### src/rtl/delay_core_pkg.sv
// Shared definitions for the delay core: converter word width and receiver state encoding.
package delay_core_pkg;

  localparam int unsigned ADC_WIDTH = 12;

  typedef enum logic [1:0] {
    StIdle,
    StShift,
    StDone,
    StHold
  } rx_state_t;

endpackage

### src/rtl/edge_detector.sv
// Rising-edge detector: output is combinational on the registered previous input sample.
module edge_detector (
  input  logic clk,
  input  logic nrst,
  input  logic en,
  input  logic sig,
  output logic rise
);

  logic prev_q, prev_d;

  always_comb begin
    prev_d = en ? sig : prev_q;
  end

  always_ff @(posedge clk) begin
    if (!nrst) begin
      prev_q <= 1'b0;
    end else begin
      prev_q <= prev_d;
    end
  end

  assign rise = en & sig & ~prev_q;

endmodule

### src/rtl/serial_frame_rx.sv
// Serial frame receiver: shifts WIDTH bits MSB-first during a cs frame, then pulses valid.
// Optional short-frame error output enabled by defining SERIAL_RX_ERR_EN.
module serial_frame_rx
  import delay_core_pkg::*;
#(
  parameter int unsigned WIDTH     = ADC_WIDTH,
  parameter int unsigned CNT_WIDTH = 4
) (
  input  logic             clk,
  input  logic             nrst,
  input  logic             cs,
  input  logic             bit_strobe,
  input  logic             sdi,
  output logic [WIDTH-1:0] data,
  output logic             valid,
  output logic             busy
`ifdef SERIAL_RX_ERR_EN
  ,
  output logic             err
`endif
);

  localparam logic [CNT_WIDTH-1:0] CntFull = CNT_WIDTH'(WIDTH);

  rx_state_t            state_q, state_d;
  logic [WIDTH-1:0]     sr_q, sr_d;
  logic [CNT_WIDTH-1:0] cnt_q, cnt_d;
  logic [WIDTH-1:0]     data_q, data_d;
  logic                 cs_rise;
`ifdef SERIAL_RX_ERR_EN
  logic                 err_q, err_d;
`endif

  edge_detector u_cs_edge (
    .clk  (clk),
    .nrst (nrst),
    .en   (1'b1),
    .sig  (cs),
    .rise (cs_rise)
  );

  always_comb begin
    state_d = state_q;
    sr_d    = sr_q;
    cnt_d   = cnt_q;
    data_d  = data_q;
`ifdef SERIAL_RX_ERR_EN
    err_d   = 1'b0;
`endif
    case (state_q)
      StIdle: begin
        if (cs_rise) begin
          state_d = StShift;
          sr_d    = '0;
          cnt_d   = '0;
        end
      end
      StShift: begin
        if (!cs) begin
          // Reaching WIDTH leaves SHIFT, so any cs drop here is a short frame
          state_d = StIdle;
`ifdef SERIAL_RX_ERR_EN
          err_d   = 1'b1;
`endif
        end else if (bit_strobe) begin
          sr_d  = {sr_q[WIDTH-2:0], sdi};
          cnt_d = cnt_q + CNT_WIDTH'(1);
          if (cnt_d == CntFull) begin
            // Load the word now so data is visible in the same cycle valid is high
            state_d = StDone;
            data_d  = sr_d;
          end
        end
      end
      StDone: begin
        state_d = cs ? StHold : StIdle;
      end
      StHold: begin
        if (!cs) begin
          state_d = StIdle;
        end
      end
      default: begin
        state_d = StIdle;
      end
    endcase
  end

  always_ff @(posedge clk) begin
    if (!nrst) begin
      state_q <= StIdle;
      sr_q    <= '0;
      cnt_q   <= '0;
      data_q  <= '0;
`ifdef SERIAL_RX_ERR_EN
      err_q   <= 1'b0;
`endif
    end else begin
      state_q <= state_d;
      sr_q    <= sr_d;
      cnt_q   <= cnt_d;
      data_q  <= data_d;
`ifdef SERIAL_RX_ERR_EN
      err_q   <= err_d;
`endif
    end
  end

  assign data  = data_q;
  assign valid = (state_q == StDone);
  assign busy  = (state_q == StShift);
`ifdef SERIAL_RX_ERR_EN
  assign err   = err_q;
`endif

endmodule

### config.mk
export PLATFORM = sky130hd
export DESIGN_NAME = serial_frame_rx
export DESIGN_NICKNAME = d
export VERILOG_FILES = /design/src/rtl/delay_core_pkg.sv /design/src/rtl/edge_detector.sv /design/src/rtl/serial_frame_rx.sv
export SDC_FILE = /design/constraint.sdc
export NUM_CORES = 1
export LEC_CHECK = 0
export BUFFER_PORTS_ARGS = -buffer_cell sky130_fd_sc_hd__buf_2
export CORE_MARGIN = 5
export CORE_UTILIZATION = 45
export CTS_BUF_LIST = sky130_fd_sc_hd__clkbuf_16
export CTS_CLUSTER_DIAMETER = 100
export DETAILED_ROUTE_END_ITERATION = 12
export PLACE_DENSITY_LB_ADDON = 0.3
export SYNTH_ARGS = -nofsm -noshare
export SYNTH_HDL_FRONTEND = slang
export SYNTH_HIERARCHICAL = 1
export SYNTH_SLANG_ARGS = --single-unit
### constraint.sdc
create_clock -name clk -period 2 [get_ports clk]
set_input_delay 0.4 -clock clk [delete_from_list [all_inputs] [get_ports clk]]
set_output_delay 0.4 -clock clk [all_outputs]
set_load 0.02 [all_outputs]
## Word level (Yosys, flattened, before mapping)

Cells that the tools add are included.

- Bitwise operators: 2
- Eq/ne operators: 10
- Reductions and logical operators: 5
- Mux-type cells: 15
- Add/subtract/negate cells: 1

Operators by type and width:

| kind | count |
|---|---|
| 2-to-1 mux 11 bit | 3 |
| one-hot mux 11 bit (2 select lines) | 1 |
| 2-to-1 mux 2 bit | 6 |
| 2-to-1 mux 4 bit | 3 |
| AND reduction 4 bit | 3 |
| != test 2 bit (second input constant) | 4 |
| one-hot mux 2 bit (4 select lines) | 1 |
| one-hot mux 4 bit (2 select lines) | 1 |
| adder 4 x 1 -> 4 bit (second input constant) | 1 |
| == test 2 bit (second input constant) | 2 |
| == test 4 bit (second input constant) | 1 |
| != test 3 x 2 -> 1 bit (second input constant) | 1 |
| != test 3 bit (second input constant) | 1 |
| == test 2 x 1 -> 1 bit (second input constant) | 1 |
| zero test 2 bit | 1 |
| nonzero test 2 bit | 1 |
| AND 1 bit | 1 |
| inverter 1 bit | 1 |

- Input bits: 5
- Output and inout port bits: 14
- Logic and storage cells: 38
- Bits in registers: 30

## Depth between registers and ports, before layout

Gate-level depths: netlist of the first run.

- Depth in word-level cells: 6
- Gate-level depth with buffers: 7
- Gate-level depth less buffers: 6

## Cells and area by module

The synthesis of the first run kept the hierarchy.

By module, submodules not included:

| module | times used | cells each | area an instance (µm²) | sequential area each (µm²) |
|---|---|---|---|---|
| serial_frame_rx | 1 | 134 | 1218.7 | 580.6 |
| edge_detector | 1 | 5 | 41.3 | 20.0 |

## Worst setup path after synthesis of the first run

OpenSTA, ideal clock, no wires.

- Path type: register to register
- Start point: reg cnt_q[0]
- End point: reg data_q[10] (netlist: data[10])
- Setup time: 0.120 ns
- Path slack: 0.405 ns
- Required time: 1.880 ns
- Stages on the path, launching flop included: 7
- Buffers on the path: 1
- Period minus slack after synthesis: 1.595 ns
- Arrival time: 1.476 ns
- Cell sequence: dfxtp_1 ha_1 xnor2_1 nor4_4 nand3_2 buf_6 mux2i_1

- Longest elaborated chain between the ends: 3

RTL lines:

| element | line | RTL |
|---|---|---|
| start, declared | serial_frame_rx.sv:27 | `logic [CNT_WIDTH-1:0] cnt_q, cnt_d;` |
| start signal, assigned | serial_frame_rx.sv:101 | `cnt_q <= cnt_d;` |
| adder 4 x 1 -> 4 bit | serial_frame_rx.sv:67 | `cnt_d = cnt_q + CNT_WIDTH'(1);` |
| == test 4 bit | serial_frame_rx.sv:68 | `if (cnt_d == CntFull) begin` |
| AND reduction 4 bit (no source line) | - |  |
| end signal, assigned | serial_frame_rx.sv:102 | `data_q <= data_d;` |
| end, declared | serial_frame_rx.sv:28 | `logic [WIDTH-1:0] data_q, data_d;` |

Every way passes these cells.
A chain may end at the register's enable or synchronous reset.

## Worst setup path after layout of the first run

- Start point: reg cnt_q[0]
- End point: reg data_q[7] (netlist: data[7])

Same word-level chain as after synthesis.

==> results of run 1 <==
## stage by stage
step                      setup slack (ns)  instance area [µm²]  power (mW)  hold WS (ns)
after global routing                0.1396                 1501       1.383        0.4005
after global placement              0.3652                 1364      0.6649        0.4412
after floorplan                     0.4047                 1264      0.6523        0.4352
final                               0.2890                 1501       1.336        0.3895
after CTS                           0.2823                 1501       1.347        0.3872
after detailed placement            0.2909                 1364      0.6662        0.4483
## worst register-to-register path: stages (launching register included)
cell and delay (ns):
dfxtp_1 0.35, ha_1 0.26, xnor2_1 0.17, nor4_4 0.36, nand3_2 0.10, buf_4 0.21, mux2i_1 0.15
## worst max path at each step
stage                                from  slack, ns               endpoint  cells after the start
CTS                 cnt_q[0]$_SDFFE_PN0P_       0.28   data[3]$_SDFFE_PN0P_                      6
finish              cnt_q[0]$_SDFFE_PN0P_       0.29   data[7]$_SDFFE_PN0P_                      6
floorplan           cnt_q[0]$_SDFFE_PN0P_       0.40  data[10]$_SDFFE_PN0P_                      6
detailed placement  cnt_q[0]$_SDFFE_PN0P_       0.29   data[7]$_SDFFE_PN0P_                      6
global placement    cnt_q[0]$_SDFFE_PN0P_       0.37   data[7]$_SDFFE_PN0P_                      6
global route        cnt_q[0]$_SDFFE_PN0P_       0.14   data[3]$_SDFFE_PN0P_                      6
## layer usage
layer  vias to the layer above  wire, µm  share of wire  GRT usage
met5                         -         0              0          0
met3                         2        98          0.040    0.04317
met4                         0        10         0.0041    0.05040
met2                        20      1205           0.49     0.2256
li1                        521         -              -          -
met1                       483      1123           0.46     0.1556
## power by group through the flow
| stage | Combinational (mW) | Clock [mW] | Sequential [mW] |
|---|---|---|---|
| 2_1_floorplan | 0.0359 | 0 | 0.616 |
| 3_3_place_gp | 0.0479 | 0 | 0.617 |
| 3_5_place_dp | 0.0488 | 0 | 0.617 |
| 4_1_cts | 0.0490 | 0.692 | 0.605 |
| 5_1_grt | 0.0545 | 0.723 | 0.605 |
| 6_report | 0.0490 | 0.681 | 0.606 |
## cell type report
cell class,instances,area (µm²),share of cell area
clock buffer,5,125.1,0.08333
clock inverter,3,12.51,0.008333
inverter,1,3.754,0.002500
multi-input combinational,102,608.1,0.4050
sequential,30,600.6,0.4000
tap,31,38.79,0.02583
timing repair buffer,21,112.6,0.07500
## synth_stat cells (2+ instances only)
cell type	instances
dlygate4sd1_1	2
nand3_1	4
clkbuf_1	2
o21ai_0	2
nand2b_1	2
a21oi_1	8
ha_1	2
nand2_1	30
nor2_1	16
dfxtp_1	30
a22oi_1	10
buf_6	2
mux2i_1	12
## logic make-up after synthesis
| logic type | after synthesis | share of synthesized area |
|---|---|---|
| buf+inv | 8 | 0.04369 |
| flops | 30 | 0.4767 |
| other cells | 1 | 0.002976 |
| xor+xnor | 1 | 0.006953 |
| mux | 12 | 0.09534 |
| fa+ha+maj | 2 | 0.01986 |
| compound gates | 25 | 0.1301 |
| simple gates | 60 | 0.2244 |
## sequential cells by signal, summed over array words and instances, names as in the netlist
| name | count |
|---|---|
| cnt_q | 4 |
| u_cs_edge/prev_q | 1 |
| data | 12 |
| sr_q | 11 |
| state_q | 2 |
==> metrics.yaml, run 1 <==
logic_synthesis:
  synth_top_cell_by_area: "dfxtp_1"
  yosys_warnings: 6
  synthDominantCellAreaShare: 0.4767
  syn_area_um2: 1260
  postSynthAreaPerCell_um2: 9.064
  ys_async_sr_fraction: 0
  syn-instance-count: 139
  synthDistinctLibCells: 30
  ys_ff_latch: 30
  synth_flop_cell: "dfxtp_1"
  yosys-top-cells-area: "dfxtp_1, mux2i_1, nand2_1, a22oi_1, nor2_1"
  synth_edf_count: 0
  ys_seq_area_frac: 0.4767
worst_setup_path:
  rrSetupSlack_ns: 0.29
  rr_startpoint: "cnt_q[0]$_SDFFE_PN0P_"
  critPathLaunchType: "register"
  crit_family: "simple AND/OR/NAND/NOR gates"
  worstPathMaxFanout: 12
  cp_slowest_stage_delay_ns: 0.36
  critPathRequiredTime_ns: 2.14
  path_cells: "ha_1 > xnor2_1 > nor4_4 > nand3_2 > buf_4 > mux2i_1"
  rr_endpoint: "data[7]$_SDFFE_PN0P_"
  worstSetupPathType: "reg -> reg"
  ff2ff_path_depth: 6
  cp_slowest_cell: "nor4_4"
  crit_buf_inv: 1
  end_kind: "register"
  worstPathArrival_ns: 1.85
clocking:
  clk_pin_slew_ns: 0.05
  insertion_delay_ns: 0.26
  cts_setup_buffers: 0
  ctsHtreeMaxLevel: 2
  cts-root-buf: "clkbuf_16"
  post_cts_resized: 0
  cts_tree: "done"
  cts.path.max_buffers: 2
  cts_hold_buf: 0
  cts_buffers: 5
  clkSinkCount: 30
floorplanning:
  rows: 19
  design.core.area_um2: 2710
  dieArea_um2: 3958
  chipWidth_um: 62.92
  initial_core_util: 0.4649
  ioPinCount: 19
  die_h_um: 62.92
finish:
  layout_common_cells: "nand2_1, dfxtp_1, buf_2"
  fin_util: 0.5540
  drive_gt1_frac: 0.1914
  instances_no_fill: 193
  area_growth_pct: 19.17
  antenna_cells: 0
  fillers: 272
  finalNetCount: 168
placement:
  numPortBuffers: 18
  dpl.hpwl_um: 1684
  dp.cells: 185
  gp_congestion: 0.8390
timing:
  period_share: 0.8555
  rsz0062_at_grt: "false"
  setup_viol: 0
  fin_worst_skew_ns: 0.002549
  setup_tns_ns: 0
  hold_violations: 0
  fin_crit_ns: 1.711
  slew_viol_final: 0
  max_freq_mhz: 584.4
power_and_ir_drop:
  p_leak_nw: 0.6762
  pwr_density_cell_nw_per_um2: 889.8
  combPwrFrac: 0.037
  intPower_mw: 1.064
  sw_frac_of_total: 0.2038
  power_frac_clock: 0.510
  peakVddDrop_v: 0.0007446
  sequentialPowerShare: 0.453
  p_sw_mw: 0.2723
global_route:
  overflow: 0
  first_global_vias: 989
  grt_max_degree: 25
  grt_use_total: 0.1338
  antenna_found_initial: 0
  grt_pass1_wl_um: 4305
detailed_routing:
  wl_um: 2437
  drc: 0
  drtAntennaViolNets: 0
  vias: 1026
  avgViaCountPerCell: 5.316
  avgRoutedWirePerCell_um: 12.63
  drtIter0Drc: 64
  dr.pass1.iters: 4
min_path:
  hp-class: "in -> reg"
  hold_depth: 3
  min_from: "sdi"
  holdPathEnd: "data[0]$_SDFFE_PN0P_"
flow_run:
  max_cap_viol_count: 0
run_status:
  status: "completed"
Note: power is estimated with default switching activity, not from simulation.
==> run 2: changes to the inputs <==
--- a/config.mk
+++ b/config.mk
@@ -8,7 +8,7 @@
 export BUFFER_PORTS_ARGS = -buffer_cell sky130_fd_sc_hd__buf_2
 export CORE_MARGIN = 5
 export CORE_UTILIZATION = 45
-export CTS_BUF_LIST = sky130_fd_sc_hd__clkbuf_16
+export CTS_BUF_LIST = sky130_fd_sc_hd__clkbuf_8 sky130_fd_sc_hd__clkbuf_16
 export CTS_CLUSTER_DIAMETER = 100
 export DETAILED_ROUTE_END_ITERATION = 12
 export PLACE_DENSITY_LB_ADDON = 0.3
==> run 2 against run 1 <==
Count of clock-buffer cells in the layout is 1 higher. Via count fell by 0.78%. Routed wire length down 1.6%. Sequential power about the same. Hold slack lost 0.0046 ns. Fmax grew 0.46%. Global-route usage hardly changed. Sequential share of layout area up 1.3 points. Register-to-register slack barely moved. Utilization down 1.7 points. Clock power decreased by 30%. Combinational power about the same. Critical endpoint is now data[3]$_SDFFE_PN0P_. Largest power group is now sequential cells.
==> metrics.yaml, run 2 (synthesized netlist as in run 1, its figures left out) <==
worst_setup_path:
  critPathRequiredTime_ns: 2.15  # was 2.14 ns
  rrSetupSlack_ns: 0.30  # was 0.29 ns
  cp_slowest_cell: "dfxtp_1"  # was nor4_4
  critPathLaunchType: "register"  # unchanged
  rr_startpoint: "cnt_q[0]$_SDFFE_PN0P_"  # unchanged
  rr_endpoint: "data[3]$_SDFFE_PN0P_"  # was data[7]$_SDFFE_PN0P_
  end_kind: "register"  # unchanged
  worstSetupEndpoint: "data[3]$_SDFFE_PN0P_"  # was data[7]$_SDFFE_PN0P_
  cp_slowest_stage_delay_ns: 0.36  # about the same
  worstPathMaxFanout: 12  # unchanged
  ff2ff_path_depth: 6  # unchanged
  setup.worst_path.start: "cnt_q[0]$_SDFFE_PN0P_"  # unchanged
  worstPathArrival_ns: 1.85  # about the same
  path_cells: "ha_1 > xnor2_1 > nor4_4 > nand3_2 > buf_4 > mux2i_1"  # unchanged
  worstSetupPathType: "reg -> reg"  # unchanged
flow_run:
  max_cap_viol_count: 0  # unchanged
clocking:
  clkSinkCount: 30  # unchanged
  cts_hold_buf: 0  # unchanged
  cts_setup_buffers: 0  # unchanged
  cts_buffers: 5  # unchanged
  cts_tree: "done"  # unchanged
  post_cts_resized: 0  # unchanged
  cts.path.max_buffers: 2  # unchanged
  ctsHtreeMaxLevel: 2  # unchanged
  cts-root-buf: "clkbuf_8"  # was clkbuf_16
  clk_pin_slew_ns: 0.06  # was 0.05 ns
  insertion_delay_ns: 0.27  # was 0.26 ns
placement:
  dpl.hpwl_um: 1684  # unchanged
  gp_congestion: 0.8390  # unchanged
  dp.cells: 185  # unchanged
  numPortBuffers: 18  # unchanged
finish:
  largest_register_ffs: 12  # unchanged
  antenna_cells: 0  # unchanged
  instances_no_fill: 193  # unchanged
  fillers: 273  # was 272
  layout_common_cells: "nand2_1, dfxtp_1, buf_2"  # unchanged
  drive_gt1_frac: 0.1975  # was 0.1914
  area_growth_pct: 15.49  # was 19.17%
  finalNetCount: 168  # unchanged
timing:
  setup_tns_ns: 0  # unchanged
  fin_worst_skew_ns: 0.003356  # was 0.002549 ns
  max_freq_mhz: 587.1  # was 584.4 MHz
  setup_viol: 0  # unchanged
  slew_viol_final: 0  # unchanged
  fin_crit_ns: 1.703  # was 1.711 ns
  period_share: 0.8516  # was 0.8555
  hold_violations: 0  # unchanged
  rsz0062_at_grt: "false"  # unchanged
  holdWs_ns: 0.3849  # was 0.3895 ns
run_status:
  status: "completed"  # unchanged
detailed_routing:
  drtAntennaViolNets: 0  # unchanged
  drc: 0  # unchanged
  dr.pass1.iters: 4  # unchanged
  drtIter0Drc: 45  # was 64
  avgViaCountPerCell: 5.275  # was 5.316
  avgRoutedWirePerCell_um: 12.42  # was 12.63 µm
  vias: 1018  # was 1026
  wl_um: 2397  # was 2437 µm
global_route:
  grt_pass1_wl_um: 4250  # was 4305 µm
  grt_max_degree: 25  # unchanged
  overflow: 0  # unchanged
  first_global_vias: 986  # was 989
  grt_use_total: 0.1342  # was 0.1338
  antenna_found_initial: 0  # unchanged
floorplanning:
  design.core.area_um2: 2710  # unchanged
  rows: 19  # unchanged
  ioPinCount: 19  # unchanged
  chipWidth_um: 62.92  # unchanged
  initial_core_util: 0.4649  # unchanged
  die_h_um: 62.92  # unchanged
  dieArea_um2: 3958  # unchanged
min_path:
  hold_depth: 3  # unchanged
  hp-class: "in -> reg"  # unchanged
power_and_ir_drop:
  p_leak_nw: 0.6561  # was 0.6762 nW
  pwr_density_cell_nw_per_um2: 778.7  # was 889.8 nW/µm²
  peakVddDrop_v: 0.0004677  # was 0.0007446 V
  p_total_mw: 1.133  # was 1.336 mW
[run 2: worst min-delay path by stage]
stage / startpoint / end
2_1_floorplan: sr_q[10]$_SDFFE_PN0P_ / data[11]$_SDFFE_PN0P_
3_3_place_gp: data[6]$_SDFFE_PN0P_ / data[6]$_SDFFE_PN0P_
3_5_place_dp: data[5]$_SDFFE_PN0P_ / data[5]$_SDFFE_PN0P_
4_1_cts: sdi / data[0]$_SDFFE_PN0P_
5_1_grt: sdi / sr_q[0]$_SDFFE_PN0P_
6_report: sdi / data[0]$_SDFFE_PN0P_
[run 2: stage by stage]
stage / instance area [µm²] / setup slack (ns) / util
finish: 1455 / 0.2967 / 0.5369
global route: 1455 / 0.1394 / 0.5369
CTS: 1455 / 0.2811 / 0.5369
detailed placement: 1364 / 0.2909 / 0.5032
global placement: 1364 / 0.3652 / 0.5032
floorplan: 1264 / 0.4047 / -
[run 2: area by class of cell]
| class | count | area (µm²) | area share |
|---|---|---|---|
| multi-input cells | 102 | 608.1 | 0.4179 |
| flip-flops and latches | 30 | 600.6 | 0.4127 |
| repair buffers | 21 | 112.6 | 0.07739 |
| clock buffers | 6 | 82.58 | 0.05675 |
| well taps | 31 | 38.79 | 0.02666 |
| clock inverters | 2 | 8.758 | 0.006019 |
| inverters | 1 | 3.754 | 0.002580 |
[run 2: per-layer routing]
| metal | track usage | vias to the layer above | wire, µm |
|---|---|---|---|
| li1 | - | 521 | - |
| met1 | 0.1490 | 473 | 1111 |
| met2 | 0.2244 | 20 | 1148 |
| met3 | 0.05935 | 4 | 103 |
| met4 | 0.04775 | 0 | 35 |
| met5 | 0 | - | 0 |
[run 2: power breakdown]
group	switching [mW]	total [mW]	internal [mW]	leakage, nW
combinational	0.0347	0.0489	0.0142	0.362
clock	0.208	0.480	0.272	0.0524
sequential	0.00367	0.604	0.601	0.242
total	0.247	1.13	0.887	0.656
[run 2: worst max-delay path, delay by kind of cell (launching register included)]
kind / cells / cell delay [ns]
xor gates and xnor gates: 1 / 0.17
adders and majority gates: 1 / 0.26
buffers and inverters: 1 / 0.20
DFF: 1 / 0.36
muxes: 1 / 0.14
and+or+nand+nor: 2 / 0.45
